<file path="src/rtl/thread_lane_router_if.sv">
`default_nettype none
// ============================================================================
//  Module   : thread_lane_router_if
//  Brief    : Lane-side candidate/ack and output-FIFO pop bundle for the
//             thread lane router.
//  Revision : 1.0 - initial release
// ============================================================================
interface thread_lane_router_if #(
    parameter int NUM_LANES  = 4,
    parameter int TID_W      = 8,
    parameter int CHUNK_W    = 2,
    parameter int FIFO_DEPTH = 2
);
    localparam int c_ft = CHUNK_W + TID_W;
    localparam int c_cw = $clog2(FIFO_DEPTH + 1);

    logic [NUM_LANES*TID_W-1:0]  next_tid;
    logic [NUM_LANES-1:0]        lane_valid;
    logic [NUM_LANES-1:0]        lane_ack;
    logic [NUM_LANES-1:0]        out_pop;
    logic [NUM_LANES*2*c_ft-1:0] out_data;
    logic [NUM_LANES-1:0]        out_valid;
    logic [NUM_LANES*c_cw-1:0]   out_count;

    // Lane sources and output consumers
    modport master (
        output next_tid, lane_valid, out_pop,
        input  lane_ack, out_data, out_valid, out_count
    );

    // Router
    modport slave (
        input  next_tid, lane_valid, out_pop,
        output lane_ack, out_data, out_valid, out_count
    );
endinterface
`default_nettype wire

</file>
<file path="src/rtl/thread_lane_router.sv">
`default_nettype none
// ============================================================================
//  Module   : thread_lane_router
//  Brief    : Maps source lanes onto output channels by unrolling factor,
//             round-robin arbitrates per channel, buffers winners in FIFOs.
//  Revision : 1.0 - initial release
// ============================================================================
module thread_lane_router #(
    parameter int NUM_LANES   = 4,
    parameter int TID_W       = 8,
    parameter int CHUNK_W     = 2,
    parameter int FIFO_DEPTH  = 2,
    parameter int LANE_STRIDE = 8
) (
    input  logic                         clk,
    input  logic                         rst,
    input  logic [$clog2(NUM_LANES):0]   unroll_log2,
    input  logic [CHUNK_W-1:0]           chunk_base_addr,
    input  logic                         flush,
    thread_lane_router_if.slave          bus
);
    localparam int c_log2n = $clog2(NUM_LANES);
    localparam int c_uw    = c_log2n + 1;
    localparam int c_ft    = CHUNK_W + TID_W;
    localparam int c_cw    = $clog2(FIFO_DEPTH + 1);
    localparam int c_aw    = (FIFO_DEPTH > 1) ? $clog2(FIFO_DEPTH) : 1;

    logic [c_uw-1:0]     r_mode;
    logic                w_mode_chg;
    logic                w_legal;
    logic [c_uw-1:0]     w_u_cnt;
    logic [c_uw-1:0]     w_grp_cnt;
    logic [c_log2n-1:0]  w_g_mask;
    logic [TID_W-1:0]    w_tid      [NUM_LANES];
    logic [NUM_LANES-1:0] w_ack_each [NUM_LANES];
    logic [2*c_ft-1:0]   w_data_each [NUM_LANES];
    logic [c_cw-1:0]     w_cnt_each  [NUM_LANES];
    logic [NUM_LANES-1:0] w_valid_each;
    logic [NUM_LANES-1:0] w_ack;

    always_comb begin
        w_legal    = (unroll_log2 <= c_uw'(c_log2n));
        w_u_cnt    = c_uw'(1) << unroll_log2;
        w_grp_cnt  = c_uw'(NUM_LANES) >> unroll_log2;
        w_g_mask   = c_log2n'(w_grp_cnt - 1'b1);
        w_mode_chg = (unroll_log2 != r_mode);
        for (int k = 0; k < NUM_LANES; k++) begin
            w_tid[k] = bus.next_tid[k*TID_W +: TID_W];
        end
    end

    always_ff @(posedge clk) begin
        if (rst) begin
            r_mode <= '0;
        end else begin
            r_mode <= unroll_log2;
        end
    end

    for (genvar o = 0; o < NUM_LANES; o++) begin : g_out
        logic [c_log2n-1:0] r_ptr;
        logic [c_aw-1:0]    r_rd;
        logic [c_aw-1:0]    r_wr;
        logic [c_cw-1:0]    r_cnt;
        logic [2*c_ft-1:0]  r_mem [FIFO_DEPTH];

        logic               w_active;
        logic               w_full;
        logic               w_grant;
        logic               w_pop;
        logic [c_log2n-1:0] w_eff_ptr;
        logic [c_log2n-1:0] w_g;
        logic [c_log2n-1:0] w_lane;
        logic [c_log2n-1:0] w_sel_g;
        logic [c_log2n-1:0] w_sel_lane;
        logic [c_ft-1:0]    w_real;
        logic [c_ft-1:0]    w_off;
        logic [c_ft-1:0]    w_cmp;

        always_comb begin
            w_full     = (r_cnt == c_cw'(FIFO_DEPTH));
            w_active   = w_legal && (c_uw'(o) < w_u_cnt) && !flush && !rst;
            w_pop      = bus.out_pop[o] && (r_cnt != '0) && !flush;
            // A pointer left over from a wider group is clamped until the
            // mode-change clear takes effect.
            w_eff_ptr  = (c_uw'(r_ptr) >= w_grp_cnt) ? '0 : r_ptr;
            w_grant    = 1'b0;
            w_sel_g    = '0;
            w_sel_lane = '0;
            w_g        = '0;
            w_lane     = '0;
            if (w_active && !w_full) begin
                // Scan from farthest to nearest so the first valid after the
                // pointer is the last to be written.
                for (int i = NUM_LANES - 1; i >= 0; i--) begin
                    if (c_uw'(i) < w_grp_cnt) begin
                        w_g    = (w_eff_ptr + c_log2n'(i)) & w_g_mask;
                        w_lane = c_log2n'(o) + c_log2n'(w_g << unroll_log2);
                        if (bus.lane_valid[w_lane]) begin
                            w_grant    = 1'b1;
                            w_sel_g    = w_g;
                            w_sel_lane = w_lane;
                        end
                    end
                end
            end
            w_real = {chunk_base_addr, w_tid[w_sel_lane]};
            w_off  = c_ft'(o) * c_ft'(w_grp_cnt) * c_ft'(LANE_STRIDE);
            w_cmp  = w_real - w_off;
        end

        always_ff @(posedge clk) begin
            if (rst || flush) begin
                r_ptr <= '0;
                r_rd  <= '0;
                r_wr  <= '0;
                r_cnt <= '0;
            end else begin
                if (w_mode_chg) begin
                    r_ptr <= '0;
                end else if (w_grant) begin
                    r_ptr <= (w_sel_g + 1'b1) & w_g_mask;
                end
                if (w_grant) begin
                    r_wr <= (r_wr == c_aw'(FIFO_DEPTH - 1)) ? '0 : r_wr + 1'b1;
                end
                if (w_pop) begin
                    r_rd <= (r_rd == c_aw'(FIFO_DEPTH - 1)) ? '0 : r_rd + 1'b1;
                end
                if (w_grant && !w_pop) begin
                    r_cnt <= r_cnt + 1'b1;
                end else if (!w_grant && w_pop) begin
                    r_cnt <= r_cnt - 1'b1;
                end
            end
        end

        always_ff @(posedge clk) begin
            if (w_grant && !rst) begin
                r_mem[r_wr] <= {w_cmp, w_real};
            end
        end

        assign w_ack_each[o]   = w_grant ? (NUM_LANES'(1) << w_sel_lane) : '0;
        assign w_valid_each[o] = (r_cnt != '0);
        assign w_cnt_each[o]   = r_cnt;
        assign w_data_each[o]  = (r_cnt != '0) ? r_mem[r_rd] : '0;
    end

    always_comb begin
        w_ack = '0;
        for (int o = 0; o < NUM_LANES; o++) begin
            w_ack = w_ack | w_ack_each[o];
        end
    end

    always_comb begin
        bus.out_data  = '0;
        bus.out_count = '0;
        for (int o = 0; o < NUM_LANES; o++) begin
            bus.out_data[o*2*c_ft +: 2*c_ft] = w_data_each[o];
            bus.out_count[o*c_cw +: c_cw]    = w_cnt_each[o];
        end
    end

    assign bus.lane_ack  = w_ack;
    assign bus.out_valid = w_valid_each;

endmodule
`default_nettype wire
</file>
<file path="src/flat_wrapper.sv">
// flat-port wrapper written by rule: the top's interface ports become plain ports
module thread_lane_router_flat 
#(
    parameter int NUM_LANES   = 4,
    parameter int TID_W       = 8,
    parameter int CHUNK_W     = 2,
    parameter int FIFO_DEPTH  = 2,
    parameter int LANE_STRIDE = 8
)
  (clk, rst, unroll_log2, chunk_base_addr, flush, bus_next_tid, bus_lane_valid, bus_out_pop, bus_lane_ack, bus_out_data, bus_out_valid, bus_out_count);
  thread_lane_router_if #(.NUM_LANES(NUM_LANES), .TID_W(TID_W), .CHUNK_W(CHUNK_W), .FIFO_DEPTH(FIFO_DEPTH)) bus_i ();
  input  logic clk;
  input  logic rst;
  input  logic [$clog2(NUM_LANES):0] unroll_log2;
  input  logic [CHUNK_W-1:0] chunk_base_addr;
  input  logic flush;
  input wire logic [$bits(bus_i.next_tid)-1:0] bus_next_tid;
  input wire logic [$bits(bus_i.lane_valid)-1:0] bus_lane_valid;
  input wire logic [$bits(bus_i.out_pop)-1:0] bus_out_pop;
  output wire logic [$bits(bus_i.lane_ack)-1:0] bus_lane_ack;
  output wire logic [$bits(bus_i.out_data)-1:0] bus_out_data;
  output wire logic [$bits(bus_i.out_valid)-1:0] bus_out_valid;
  output wire logic [$bits(bus_i.out_count)-1:0] bus_out_count;
  assign bus_i.next_tid = bus_next_tid;
  assign bus_i.lane_valid = bus_lane_valid;
  assign bus_i.out_pop = bus_out_pop;
  assign bus_lane_ack = bus_i.lane_ack;
  assign bus_out_data = bus_i.out_data;
  assign bus_out_valid = bus_i.out_valid;
  assign bus_out_count = bus_i.out_count;
  thread_lane_router #(.NUM_LANES(NUM_LANES), .TID_W(TID_W), .CHUNK_W(CHUNK_W), .FIFO_DEPTH(FIFO_DEPTH), .LANE_STRIDE(LANE_STRIDE)) u_core (.clk(clk), .rst(rst), .unroll_log2(unroll_log2), .chunk_base_addr(chunk_base_addr), .flush(flush), .bus(bus_i));
endmodule
</file>
<file path="config.mk">
export PLATFORM = sky130hd
export DESIGN_NAME = thread_lane_router_flat
export DESIGN_NICKNAME = d
export VERILOG_FILES = /design/src/rtl/thread_lane_router_if.sv /design/src/rtl/thread_lane_router.sv /design/src/flat_wrapper.sv
export SDC_FILE = /design/constraint.sdc
export NUM_CORES = 1
export LEC_CHECK = 0
export BUFFER_PORTS_ARGS = -buffer_cell sky130_fd_sc_hd__buf_4
export CORE_ASPECT_RATIO = 1.1
export CORE_MARGIN = 2
export CORE_UTILIZATION = 52
export CTS_BUF_LIST = sky130_fd_sc_hd__clkbuf_4
export CTS_CLUSTER_SIZE = 14
export DETAILED_ROUTE_END_ITERATION = 12
export HOLD_SLACK_MARGIN = 0.05
export PLACE_DENSITY = 0.84
export SLEW_MARGIN = 20
export SYNTH_ARGS = -nofsm -noshare
export SYNTH_HDL_FRONTEND = slang
export SYNTH_SLANG_ARGS = --single-unit
</file>
<file path="constraint.sdc">
create_clock -name clk -period 6.7 [get_ports clk]
set_input_delay 1.005 -clock clk [delete_from_list [all_inputs] [get_ports clk]]
set_output_delay 1.005 -clock clk [all_outputs]
set_load 0.05 [all_outputs]
</file>
==> flow_summary.ini <==
[pwr]
power_frac_seq = 0.553
internal_power_mw = 1.313
vdd_drop_max_mv = 0.09968
swShare = 0.2899
power_mw = 1.850
comb_power_share = 0.149
power.density_mw_per_mm2 = 167.0
power_frac_clock = 0.298
p_sw_uw = 536.1
p_leak_nw = 4.226

[global_route]
grt_pass1_vias = 7631
grt_max_degree = 27
antenna_found_initial = 2
grt_usage = 0.2664
grt_first_pass_wirelength_um = 40510
grt_overflow_total = 0

[worst_setup_path]
critPathMaxFanout = 13
startpoint = unroll_log2[1]
endpoint_kind = output pin
critPathRequiredTime_ns = 5.69
cp.arrival_ns = 5.12
reg2reg_from = u_core.g_out[2].r_ptr[1]
worst-path-stages = 14
critPathKind = in -> out
max_stage_delay_ns = 0.64
crit_buf_inv = 3
startpoint_type = input pin
reg2regPathDepth = 17
crit_chain = buf_4 -> or3b_1 -> inv_1 -> ha_1 -> nor2_1 -> a221oi_1 -> a211oi_1 -> mux2i_1 -> a21oi_1 -> o21ai_0 -> nand4_1 -> a21oi_1 -> a311o_1 -> buf_4
worst_path_max_delay_cell = a21oi_1
r2r-end = u_core.g_out[2].r_mem[1][19]
r2r_slack_ns = 1.80
cp-endpoint = bus_lane_ack[1]
critPathTopFamily = compound AO/OA/AOI/OAI gates

[routing]
ant_nets = 0
drtIter0Drc = 840
drtPass1Iterations = 6
vias = 8045
drcViolationCount = 0
routed_wl_um = 26450
via_per_inst = 6.085
post_drt_wl_per_cell_um = 20.00

[floorplanning]
chipWidth_um = 133.9
design.die.area_mm2 = 0.01968
core-area_mm2 = 0.01828
num_io_pins = 144
start_util = 0.5281
die_y_um = 146.9
rows = 52

[yosys]
synth_top_area_frac = 0.3732
synthMuxAreaShare = 0.1525
synth_edf_count = 120
ys_ff_latch = 151
synth_largest_area_cell = edfxtp_1
yosys_warnings = 0
synth_common_cells = nor2_1, edfxtp_1, mux2i_1
synth_ff_type = edfxtp_1
synth_top_family_by_area = multiplexers
synth_area_mm2 = 0.009656
ys_seq_area_frac = 0.4375
avgSynthCellArea_um2 = 10.15
yosys.area_share.xor_xnor = 0.03538
synth.most_common_cell = nor2_1
synth_compound_area_frac = 0.1309
netlist_top_cells_area = edfxtp_1, mux2i_1, dfxtp_1
synth_fp_nets = 1024
async_flop_share = 0
netlist_instances = 951
synth_fa_ha_area_frac = 0.03473
yosys.area_share.simple = 0.1515
synthDistinctLibCells = 91

[cts]
clock_sinks = 151
cts_resized = 0
htreeDepth = 4
cts-root-buf = clkbuf_4
post_cts_buffers = 0
hold_buffers = 0
cts-buffers-inserted = 17
clock_path_buffers = 2
tritoncts = built
clkTransAtPathRegs_ns = 0.13
insertion_delay_ns = 0.56

[sta]
tightest_slew_ns = 1.056
clock_skew_ns = 0.02281
hold_viol = 0
fin_crit_ns = 6.126
rsz0062_at_grt = false
period_share = 0.9143
tns_ns = 0
fmax_mhz = 163.3
setup-violations-final = 0
relSlewSlack = 0.2953
drv_slew = 0

[finish]
nFillCells = 1490
syn2layout_area_growth_pct = 14.71
layout-drive-gt1-share = 0.2349
final_nets = 1137

[run]
max_cap_viol_count = 0

[place]
port_buffers = 143
place_congestion = 0.9436
place_hpwl_um = 19510

[status]
outcome = completed

[worst_hold_path]
hold_class = reg -> reg
## how the worst min path moves through the flow
stage                                    start  endpoint  cells after the start
final                     u_core.g_out[3].r_rd      flop                      2
after global routing      u_core.g_out[2].r_rd      flop                      2
after CTS                 u_core.g_out[3].r_rd      flop                      2
after detailed placement  u_core.g_out[2].r_rd      flop                      2
after global placement    u_core.g_out[3].r_rd      flop                      2
after floorplan           u_core.g_out[3].r_rd      flop                      2
## metal layers
layer  part of all wire  GRT usage  vias to the layer above
met3              0.095    0.04762                       83
met2               0.48     0.4351                      470
met4              0.039     0.1309                        0
met1               0.38     0.3420                     3816
li1                   -          -                     3676
met5                  0          0                        -
## worst reg2reg max path, stage by stage, from the launching register on
cell and delay [ns]:
dfxtp_1 0.51, ha_1 0.33, or4b_1 0.49, a211oi_2 0.29, o21ai_2 0.12, nor2b_4 0.15, mux2i_2 0.33, mux2_4 0.35
o22ai_4 0.12, and2_1 0.43, mux2i_1 0.15, mux2i_1 0.35, ha_1 0.31, nor2b_1 0.13, o21ai_0 0.14, nand2b_1 0.13
nor3_2 0.15, xor2_1 0.23
## cell type report
type | instances | area [um2] | share of cell area
Inverter | 40 | 150.1 | 0.01356
Timing Repair Buffer | 166 | 1246 | 0.1125
Clock inverter | 15 | 142.6 | 0.01288
Antenna cell | 2 | 5.005 | 0.0004519
Clock buffer | 17 | 127.6 | 0.01152
Tap cell | 243 | 304.0 | 0.02745
Multi-Input combinational cell | 688 | 4876 | 0.4402
Sequential cell | 151 | 4224 | 0.3814
## cells in the final DEF, fill, tap and decap left out, types with 15 or more instances in the layout
cell	netlist	layout
a21oi_1	40	40
clkbuf_4	0	17
xor2_1	26	26
inv_1	36	36
o21ai_0	34	34
edfxtp_1	120	120
buf_4	23	166
dfxtp_1	31	31
nor2_1	148	148
ha_1	22	22
nand2_1	59	59
nand3_1	15	15
mux2i_1	118	118
## cell families after synthesis
| group | Yosys count |
|---|---|
| xor+xnor | 39 |
| fa+ha+maj | 25 |
| simple gates | 307 |
| mux | 141 |
| flops | 151 |
| compound gates | 176 |
| buf+inv | 112 |
## registers in the layout, indices dropped and copies added (netlist names), named ones only
| name | flops |
|---|---|
| u_core.g_out.r_cnt | 8 |
| u_core.r_mode | 3 |
| u_core.g_out.r_ptr | 8 |
| u_core.g_out.r_rd | 4 |
| u_core.g_out.r_wr | 4 |
| u_core.g_out.r_mem | 120 |
## metrics by stage
stage	area (um2)	instances	hold WS, ns	worst slack, ns	util
final	11080	1322	0.5151	0.5744	0.6058
after global routing	11070	1321	0.5461	0.2665	0.6057
after CTS	11070	1320	0.5214	0.6521	0.6055
after detailed placement	10800	1288	0.4947	0.5631	0.5907
after global placement	10800	1288	0.4817	0.6693	0.5907
after floorplan	9656	951	0.4725	0.5243	-
## power by group through the flow
stage	clock network [mW]	registers [mW]	logic, mW
after floorplan	0	1.04	0.175
after global placement	0	1.04	0.262
after detailed placement	0	1.04	0.268
after CTS	0.556	1.02	0.270
after global routing	0.590	1.02	0.293
final	0.551	1.02	0.276
(Power assumes the default switching activity.)
